**config.mk**
```make
export PLATFORM = sky130hd
export DESIGN_NAME = carpark_occupancy
export DESIGN_NICKNAME = d
export VERILOG_FILES = /design/src/rtl/carpark_occupancy.sv
export SDC_FILE = /design/constraint.sdc
export NUM_CORES = 1
export LEC_CHECK = 0
export ABC_AREA = 0
export BUFFER_PORTS_ARGS = -buffer_cell sky130_fd_sc_hd__buf_2
export CAP_MARGIN = 25
export CORE_UTILIZATION = 48
export DETAILED_ROUTE_END_ITERATION = 10
export MAX_ROUTING_LAYER = met4
export PLACE_DENSITY = 0.72
export SETUP_SLACK_MARGIN = 0.5
export SLEW_MARGIN = 20
export SYNTH_ARGS = -nofsm -noshare
export SYNTH_HDL_FRONTEND = slang
export SYNTH_SLANG_ARGS = --single-unit
```
**constraint.sdc**
```tcl
create_clock -name clk -period 10.6 [get_ports clk]
set_input_delay 2.12 -clock clk [delete_from_list [all_inputs] [get_ports clk]]
set_output_delay 2.12 -clock clk [all_outputs]
set_load 0.01 [all_outputs]
```
**src/rtl/carpark_occupancy.sv**
```systemverilog
// Car park occupancy tracker: per-lane two-beam direction FSMs feeding a saturating occupancy counter.
// Optional macro CARPARK_SYNC_EN inserts a two-flop synchroniser on every a/b sensor bit.
module carpark_occupancy #(
   parameter int LANES    = 2,
   parameter int CAPACITY = 100,
   parameter int CNT_W    = 8
) (
   input  logic             clk,
   input  logic             reset,
   input  logic [LANES-1:0] a_i,
   input  logic [LANES-1:0] b_i,
   input  logic             clr_err_i,
   output logic [LANES-1:0] enter_o,
   output logic [LANES-1:0] exit_o,
   output logic [CNT_W-1:0] count_o,
   output logic             full_o,
   output logic             empty_o,
   output logic             err_ovf_o,
   output logic             err_unf_o
);

   localparam logic [2:0] ST_IDLE   = 3'd0;
   localparam logic [2:0] ST_ENT_A  = 3'd1;
   localparam logic [2:0] ST_ENT_AB = 3'd2;
   localparam logic [2:0] ST_ENT_B  = 3'd3;
   localparam logic [2:0] ST_LV_B   = 3'd4;
   localparam logic [2:0] ST_LV_AB  = 3'd5;
   localparam logic [2:0] ST_LV_A   = 3'd6;

   localparam int SUM_W = CNT_W + 4;
   localparam logic signed [SUM_W-1:0] CAP_S  = SUM_W'(CAPACITY);
   localparam logic signed [SUM_W-1:0] ZERO_S = {SUM_W{1'b0}};
   localparam logic [CNT_W-1:0]        CAP_C  = CNT_W'(CAPACITY);

   logic [LANES-1:0] a_s;
   logic [LANES-1:0] b_s;

`ifdef CARPARK_SYNC_EN
   logic [LANES-1:0] a_meta_q;
   logic [LANES-1:0] a_sync_q;
   logic [LANES-1:0] b_meta_q;
   logic [LANES-1:0] b_sync_q;

   // Two-flop synchroniser for the asynchronous beam sensors
   always_ff @(posedge clk or posedge reset) begin
      if (reset) begin
         a_meta_q <= {LANES{1'b0}};
         a_sync_q <= {LANES{1'b0}};
         b_meta_q <= {LANES{1'b0}};
         b_sync_q <= {LANES{1'b0}};
      end else begin
         a_meta_q <= a_i;
         a_sync_q <= a_meta_q;
         b_meta_q <= b_i;
         b_sync_q <= b_meta_q;
      end
   end

   assign a_s = a_sync_q;
   assign b_s = b_sync_q;
`else
   assign a_s = a_i;
   assign b_s = b_i;
`endif

   logic [2:0]       state_q [LANES];
   logic [2:0]       state_d [LANES];
   logic [LANES-1:0] ent_s;
   logic [LANES-1:0] ext_s;

   // Per-lane direction FSM; a completed sequence only counts when both beams clear
   always_comb begin
      for (int i = 0; i < LANES; i++) begin
         state_d[i] = ST_IDLE;
         ent_s[i]   = 1'b0;
         ext_s[i]   = 1'b0;
         case (state_q[i])
            ST_IDLE: begin
               case ({a_s[i], b_s[i]})
                  2'b10:   state_d[i] = ST_ENT_A;
                  2'b01:   state_d[i] = ST_LV_B;
                  default: state_d[i] = ST_IDLE;
               endcase
            end
            ST_ENT_A: begin
               case ({a_s[i], b_s[i]})
                  2'b10:   state_d[i] = ST_ENT_A;
                  2'b11:   state_d[i] = ST_ENT_AB;
                  default: state_d[i] = ST_IDLE;
               endcase
            end
            ST_ENT_AB: begin
               case ({a_s[i], b_s[i]})
                  2'b11:   state_d[i] = ST_ENT_AB;
                  2'b01:   state_d[i] = ST_ENT_B;
                  default: state_d[i] = ST_IDLE;
               endcase
            end
            ST_ENT_B: begin
               case ({a_s[i], b_s[i]})
                  2'b01:   state_d[i] = ST_ENT_B;
                  2'b00:   begin
                     state_d[i] = ST_IDLE;
                     ent_s[i]   = 1'b1;
                  end
                  default: state_d[i] = ST_IDLE;
               endcase
            end
            ST_LV_B: begin
               case ({a_s[i], b_s[i]})
                  2'b01:   state_d[i] = ST_LV_B;
                  2'b11:   state_d[i] = ST_LV_AB;
                  default: state_d[i] = ST_IDLE;
               endcase
            end
            ST_LV_AB: begin
               case ({a_s[i], b_s[i]})
                  2'b11:   state_d[i] = ST_LV_AB;
                  2'b10:   state_d[i] = ST_LV_A;
                  default: state_d[i] = ST_IDLE;
               endcase
            end
            ST_LV_A: begin
               case ({a_s[i], b_s[i]})
                  2'b10:   state_d[i] = ST_LV_A;
                  2'b00:   begin
                     state_d[i] = ST_IDLE;
                     ext_s[i]   = 1'b1;
                  end
                  default: state_d[i] = ST_IDLE;
               endcase
            end
            default: state_d[i] = ST_IDLE;
         endcase
      end
   end

   logic [CNT_W-1:0]        count_q;
   logic [CNT_W-1:0]        count_d;
   logic                    full_q;
   logic                    full_d;
   logic                    empty_q;
   logic                    empty_d;
   logic                    err_ovf_q;
   logic                    err_ovf_d;
   logic                    err_unf_q;
   logic                    err_unf_d;
   logic [LANES-1:0]        enter_q;
   logic [LANES-1:0]        exit_q;
   logic signed [SUM_W-1:0] n_ent_s;
   logic signed [SUM_W-1:0] n_ext_s;
   logic signed [SUM_W-1:0] sum_s;
   logic                    ovf_s;
   logic                    unf_s;

   // Net all lanes first, then saturate, so balanced traffic never flags an error
   always_comb begin
      n_ent_s = ZERO_S;
      n_ext_s = ZERO_S;
      for (int i = 0; i < LANES; i++) begin
         n_ent_s = n_ent_s + $signed({{(SUM_W-1){1'b0}}, ent_s[i]});
         n_ext_s = n_ext_s + $signed({{(SUM_W-1){1'b0}}, ext_s[i]});
      end
      sum_s = $signed({4'b0000, count_q}) + n_ent_s - n_ext_s;
      ovf_s = 1'b0;
      unf_s = 1'b0;
      if (sum_s > CAP_S) begin
         count_d = CAP_C;
         ovf_s   = 1'b1;
      end else if (sum_s < ZERO_S) begin
         count_d = {CNT_W{1'b0}};
         unf_s   = 1'b1;
      end else begin
         count_d = sum_s[CNT_W-1:0];
      end
      full_d    = (count_d == CAP_C);
      empty_d   = (count_d == {CNT_W{1'b0}});
      err_ovf_d = ovf_s | (err_ovf_q & ~clr_err_i);
      err_unf_d = unf_s | (err_unf_q & ~clr_err_i);
   end

   // State, pulse and counter registers
   always_ff @(posedge clk or posedge reset) begin
      if (reset) begin
         for (int i = 0; i < LANES; i++) begin
            state_q[i] <= ST_IDLE;
         end
         enter_q   <= {LANES{1'b0}};
         exit_q    <= {LANES{1'b0}};
         count_q   <= {CNT_W{1'b0}};
         full_q    <= 1'b0;
         empty_q   <= 1'b1;
         err_ovf_q <= 1'b0;
         err_unf_q <= 1'b0;
      end else begin
         for (int i = 0; i < LANES; i++) begin
            state_q[i] <= state_d[i];
         end
         enter_q   <= ent_s;
         exit_q    <= ext_s;
         count_q   <= count_d;
         full_q    <= full_d;
         empty_q   <= empty_d;
         err_ovf_q <= err_ovf_d;
         err_unf_q <= err_unf_d;
      end
   end

   assign enter_o   = enter_q;
   assign exit_o    = exit_q;
   assign count_o   = count_q;
   assign full_o    = full_q;
   assign empty_o   = empty_q;
   assign err_ovf_o = err_ovf_q;
   assign err_unf_o = err_unf_q;

endmodule

```
==> results.cfg, run 1 <==
[run_status]
outcome = completed

[worst_setup_path]
critPathMaxFanout = 7
required_ps = 10800
path_class = primary input to register
worstSetupEndpointType = register
r2r_start = state_q[4]
reg2reg_depth = 13
reg2reg_setup_slack_ps = 6130
worstReg2RegEnd = count_o[0]
start_kind = primary input
critPathArrivalTime_ps = 6220

[layout]
fin_nets = 201
register_area_um2 = 551.8
multiInputGateArea_um2 = 887.1
nFillCells = 297
drive_above_1_share_pct = 23.76
final_area_um2 = 1724
n_antenna_cell = 0
area_delta_synth_final_pct = 11.94
postLayoutCoreUtil_pct = 56.48

[sta]
fin_ws_ps = 4576
maxSlewHeadroom_pct = 44.01
drv_slew = 0
skew_ps = 0.9080
period_minus_slack_ps = 6024
setup_violations = 0
hold_slack_ps = 576.7
fin_crit_sh_pct = 56.83
rsz0062_at_grt = false
hold_violations = 0
finalSetupTns_ps = 0
fmax_mhz = 166.0
tightest_slew_ps = 838.9

[synthesis]
synthArstFlopShare_pct = 100.0
yosysTopAreaCell = dfrtp_1
syn-num-nets = 176
yosys-top-cells-count = inv_1, dfrtp_1, ha_1, nor2_1, a21oi_1
yosys_register_bits = 22
synth.area.top_cells = dfrtp_1, ha_1, inv_1, fa_1, xnor2_1
synth_cell_types = 54
ys_warn_count = 0
synth_most_common_cell = inv_1
synth_edf_count = 0
syn_area_um2 = 1540
syn_inst = 157
ys_seq_area_share_pct = 35.82
yosys.area.top_type_share_pct = 34.12
ys.flop_type = dfrtp_1
syn_avg_cell_area_um2 = 9.810

[job]
maxCapViolCount = 0

[detailed_routing]
drtPass1Iterations = 4
drt_iter0_drc = 61
viasPerCell = 5.431
drtAntennaViolNets = 0
routedWlPerCell_um = 13.90
drc = 0
vias = 1222
totalWireLength_mm = 3.127

[clock_tree]
post_cts_resize_count = 0
worstSkewPairLatency_ps = 300
clk_path_buf_depth = 2
h-tree-depth = 1
postCtsHoldBufs = 0
cts_buffers = 3
cts.sinks = 22
postCtsSetupRepairBufs = 0
tritoncts = done
cts-root-buf = clkbuf_4
clkSlewWorstSetupHoldPaths_ps = 110

[die]
core_area_um2 = 3053
start_util_pct = 50.45
die_y_um = 58.65
die-area_um2 = 3439
rows = 20
io_pins = 23
die_w_um = 58.65

[global_route]
grt_first_pass_wirelength_mm = 5.395
antenna_found_initial = 0
grt_pass1_vias = 1191
track_usage_pct = 21.53
grt_overflow_total = 0
grt_max_degree = 23

[min_path]
worstHoldStart = err_unf_o
whs_endpoint = err_unf_o
hold_depth = 2
hp-class = register to register

[placement]
placed_area_um2 = 1698
hpwl_mm = 2.498
routabilityCongestion = 0.9024
dp_slack_ps = 4249
port_buffers = 22

[power]
power.density_nw_per_um2 = 227.7
p_leak_uw = 0.0008081
ir_drop_v = 0.0001029
## power by group
| group | internal [uW] | leakage, uW | switching [uW] | total, uW |
|---|---|---|---|---|
| clock | 14.7 | 0.0000150 | 23.8 | 38.5 |
| sequential | 98.3 | 0.000273 | 13.8 | 112 |
| combinational | 100 | 0.000520 | 142 | 242 |
| total | 213 | 0.000808 | 180 | 393 |
## cells in the final DEF (no fill, tap or decap), types with 6 or more instances in the layout
cell / n
dfrtp_1: 21
nand2_1: 6
ha_1: 9
buf_2: 22
nand2b_1: 6
a21oi_1: 7
inv_1: 24
nor2_1: 9
xnor2_1: 6
## routing by layer
layer  GRT usage (%)  vias up  wire length, um
met2           37.27       22             1644
met4           6.122        0               12
li1                -      607                -
met1           26.56      591             1389
met5               -        -                0
met3           2.637        2               80
## metrics by stage
step           instances  total power [uW]
5_1_grt              225             420.9
6_report             225             392.6
3_3_place_gp         221             345.7
3_5_place_dp         221             352.9
2_1_floorplan        157             303.2
4_1_cts              225             394.8
## critical path: stages
cell,delay [ps]
buf_2,140
nand2b_1,160
or4b_2,670
fa_1,520
fa_1,370
inv_1,60
ha_1,190
inv_1,70
fa_1,410
nand2b_1,200
a211o_1,320
a21oi_2,220
mux2_2,420
a2111oi_2,340
## registers in the layout, summed over array words and instances (netlist names)
signal	flops
empty_o	1
err_unf_o	1
state_q	6
exit_o	2
err_ovf_o	1
count_o	8
enter_o	2
full_o	1
## kinds of logic (layout without fill, tap and decap cells)
family	count (synthesis)	after routing	share of synthesized area, %
compound gates	44	44	23.97
simple gates	42	42	16.82
buf+inv	27	51	6.580
flops	22	22	35.82
fa+ha+maj	12	12	11.21
xor+xnor	7	7	3.981
mux	2	2	1.381
other cells	1	1	0.2435
## worst max path at each step
stage                 endpoint  cells past startpoint  slack [ps]    from
floorplan           count_o[0]                     13        4620  a_i[0]
global placement    count_o[0]                     14        4350  a_i[0]
detailed placement  count_o[0]                     14        4250  a_i[0]
CTS                 count_o[0]                     14        4590  a_i[0]
global route        count_o[1]                     14        4360  a_i[0]
finish              count_o[0]                     14        4580  a_i[0]
## layout make-up
type                       count  share of cell area, %
clock buffer                   4                  1.524
inverter                      25                  5.443
multi-input combinational    108                  51.45
sequential                    22                  32.00
tap                           44                  3.193
timing repair buffer          22                  6.386
No activity file was read; power rests on OpenSTA's default activity.
==> run 2, diff against run 1 <==
- ABC_AREA: 0 -> 1
- clock period: 10.6 -> 5.85 ns (I/O delays scaled with it)
==> results.cfg, run 2 <==
[run_status]
outcome = completed

[worst_setup_path]
path_class = primary input to register
worstReg2RegEnd = err_ovf_o
reg2reg_depth = 21
start_kind = primary input
r2r_start = state_q[1]
reg2reg_setup_slack_ps = 2150
required_ps = 6080
critPathArrivalTime_ps = 4250
critPathMaxFanout = 10
worstSetupEndpointType = register
cp-startpoint = b_i[0]

[detailed_routing]
vias = 1369
viasPerCell = 4.820
drtPass1Iterations = 4
drt_iter0_drc = 30
drc = 0
drtAntennaViolNets = 0
totalWireLength_mm = 2.928
routedWlPerCell_um = 10.31

[power]
p_int_uw = 244.2
ir_drop_v = 0.0001957
seq_power_share_pct = 49.6
clkPwrFrac_pct = 18.4
power.density_nw_per_um2 = 217.2
p_leak_uw = 0.0009967
switching_share_pct = 36.94
power_switching_uw = 143.0
pwr-share-comb_pct = 32.0

[sta]
rsz0062_at_grt = false
period_minus_slack_ps = 4027
skew_ps = 2.777
fin_crit_sh_pct = 68.83
setup_violations = 0
tightest_slew_ps = 810.1
hold_slack_ps = 546.4
drv_slew = 0
finalSetupTns_ps = 0
maxSlewHeadroom_pct = 45.93
hold_violations = 0
fmax_mhz = 248.4

[clock_tree]
cts.sinks = 22
postCtsHoldBufs = 0
tritoncts = done
cts_buffers = 3
post_cts_resize_count = 0
clkSlewWorstSetupHoldPaths_ps = 120
worstSkewPairLatency_ps = 300
cts-root-buf = clkbuf_4
clk_path_buf_depth = 2
h-tree-depth = 1
postCtsSetupRepairBufs = 0

[global_route]
antenna_found_initial = 0
grt_max_degree = 23
use_met2_pct = 31.62
track_usage_pct = 19.04
grt_busiest_layer = met2
grtUsageMet3_pct = 4.585
grtUsageMet1_pct = 24.42
grt_first_pass_wirelength_mm = 4.995
grt_overflow_total = 0
grt_pass1_vias = 1244

[layout]
fin_nets = 260
drive_above_1_share_pct = 18.33
largest_reg_flops = 8
n_antenna_cell = 0
layout_common_cells = inv_1, nand2_1, buf_2
area_delta_synth_final_pct = 12.03
nFillCells = 320
layout_commonest_cell = inv_1

[job]
maxCapViolCount = 0

[synthesis]
synth_cell_types = 32
muxShareOfSynthArea_pct = 0
syn_avg_cell_area_um2 = 7.437
synthArstFlopShare_pct = 100.0
yosys.area_share.simple_pct = 30.27
synth_compound_area_share_pct = 10.53
syn-num-nets = 233
synth_most_common_cell = inv_1
ys_warn_count = 0
ys_seq_area_share_pct = 34.67
syn_inst = 214
yosys_register_bits = 22
synth_edf_count = 0
ys.flop_type = dfrtp_1
yosysTopAreaCell = dfrtp_1
synthAdderAreaFrac_pct = 10.85
synth.area.top_cells = dfrtp_1, inv_1, nand2_1, ha_1, nor2_1
syn_area_um2 = 1592
synth_top_family_by_area = simple AND/OR/NAND/NOR gates
yosys-top-cells-count = inv_1, nand2_1, dfrtp_1, nor2_1, nand3_1
synth_xor_area_share_pct = 0.5503
yosys.area.top_type_share_pct = 33.02

[die]
die_w_um = 59.58
core_area_um2 = 3103
die_y_um = 59.58
die-area_um2 = 3550
rows = 20
start_util_pct = 51.29
io_pins = 23

[placement]
port_buffers = 22
routabilityCongestion = 0.8418
hpwl_mm = 2.393

[min_path]
worstHoldStart = err_ovf_o
hold_depth = 2
whs_endpoint = err_ovf_o
hp-class = register to register
==> run 2: cell count changes after synthesis, moves of 3 or more <==
cell | before | now
nand2_4 | 0 | 4
o21ai_0 | 4 | 7
o22ai_1 | 4 | 0
nand2b_1 | 6 | 0
nand2_1 | 6 | 38
a21oi_1 | 7 | 4
nor3_1 | 3 | 11
xnor2_1 | 6 | 0
inv_1 | 24 | 50
nor2_1 | 9 | 21
nor2b_1 | 4 | 0
nand2_2 | 0 | 5
nand3_1 | 0 | 14
==> run 2: cells by family (layout without fill, tap and decap cells) <==
| logic type | after synthesis | after routing |
|---|---|---|
| flops | 22 | 22 |
| fa+ha+maj | 12 | 12 |
| other cells | 1 | 1 |
| simple gates | 99 | 99 |
| buf+inv | 54 | 80 |
| compound gates | 25 | 25 |
| xor+xnor | 1 | 1 |
==> run 2: worst max path at each step <==
stage / end / slack, ps / cells after the start
after floorplan: empty_o / 1920 / 18
after global placement: empty_o / 1580 / 19
after detailed placement: err_ovf_o / 1490 / 19
after CTS: err_ovf_o / 1820 / 19
after global routing: empty_o / 1520 / 19
final: err_ovf_o / 1820 / 19
==> run 2: worst max-delay path: stages <==
cell and delay [ps]:
buf_2 140, nor4_1 430, fa_1 500, fa_1 370, inv_1 60, ha_1 180, inv_1 60, fa_1 400
inv_1 110, nand2_2 70, nand2_2 70, nand2_2 60, nand2_4 120, inv_4 90, nor2_8 130, nand2_4 70
nand2_4 110, inv_1 60, o21ai_0 70
==> run 2: layout make-up <==
type | count | area (um2) | share of cell area (%)
Sequential cell | 22 | 551.8 | 30.95
Timing Repair Buffer | 22 | 110.1 | 6.175
Inverter | 54 | 205.2 | 11.51
Clock buffer | 4 | 26.28 | 1.474
Tap cell | 44 | 55.05 | 3.088
Multi-Input combinational cell | 138 | 834.6 | 46.81
==> run 2: metrics by stage <==
stage,std cells,setup slack [ps],area (um2),power [uW],utilization [%]
6_report,284,1823,1783,387.3,57.46
4_1_cts,284,1821,1783,391.0,57.46
3_3_place_gp,280,1584,1757,318.4,56.61
3_5_place_dp,280,1485,1757,318.6,56.61
2_1_floorplan,214,1923,1592,289.4,-
5_1_grt,284,1521,1783,418.4,57.46
==> run 2: power by group through the flow <==
stage / Sequential (uW) / Clock (uW) / Combinational (uW)
after floorplan: 193 / 0 / 96.8
after global placement: 195 / 0 / 124
after detailed placement: 195 / 0 / 124
after CTS: 192 / 74.9 / 124
after global routing: 196 / 80.9 / 142
final: 192 / 71.4 / 124
==> run 2: metal layers <==
layer / wire, um / vias to the layer above
met5: 0 / -
met4: 13 / 0
met3: 104 / 2
met2: 1320 / 24
met1: 1490 / 619
li1: - / 724
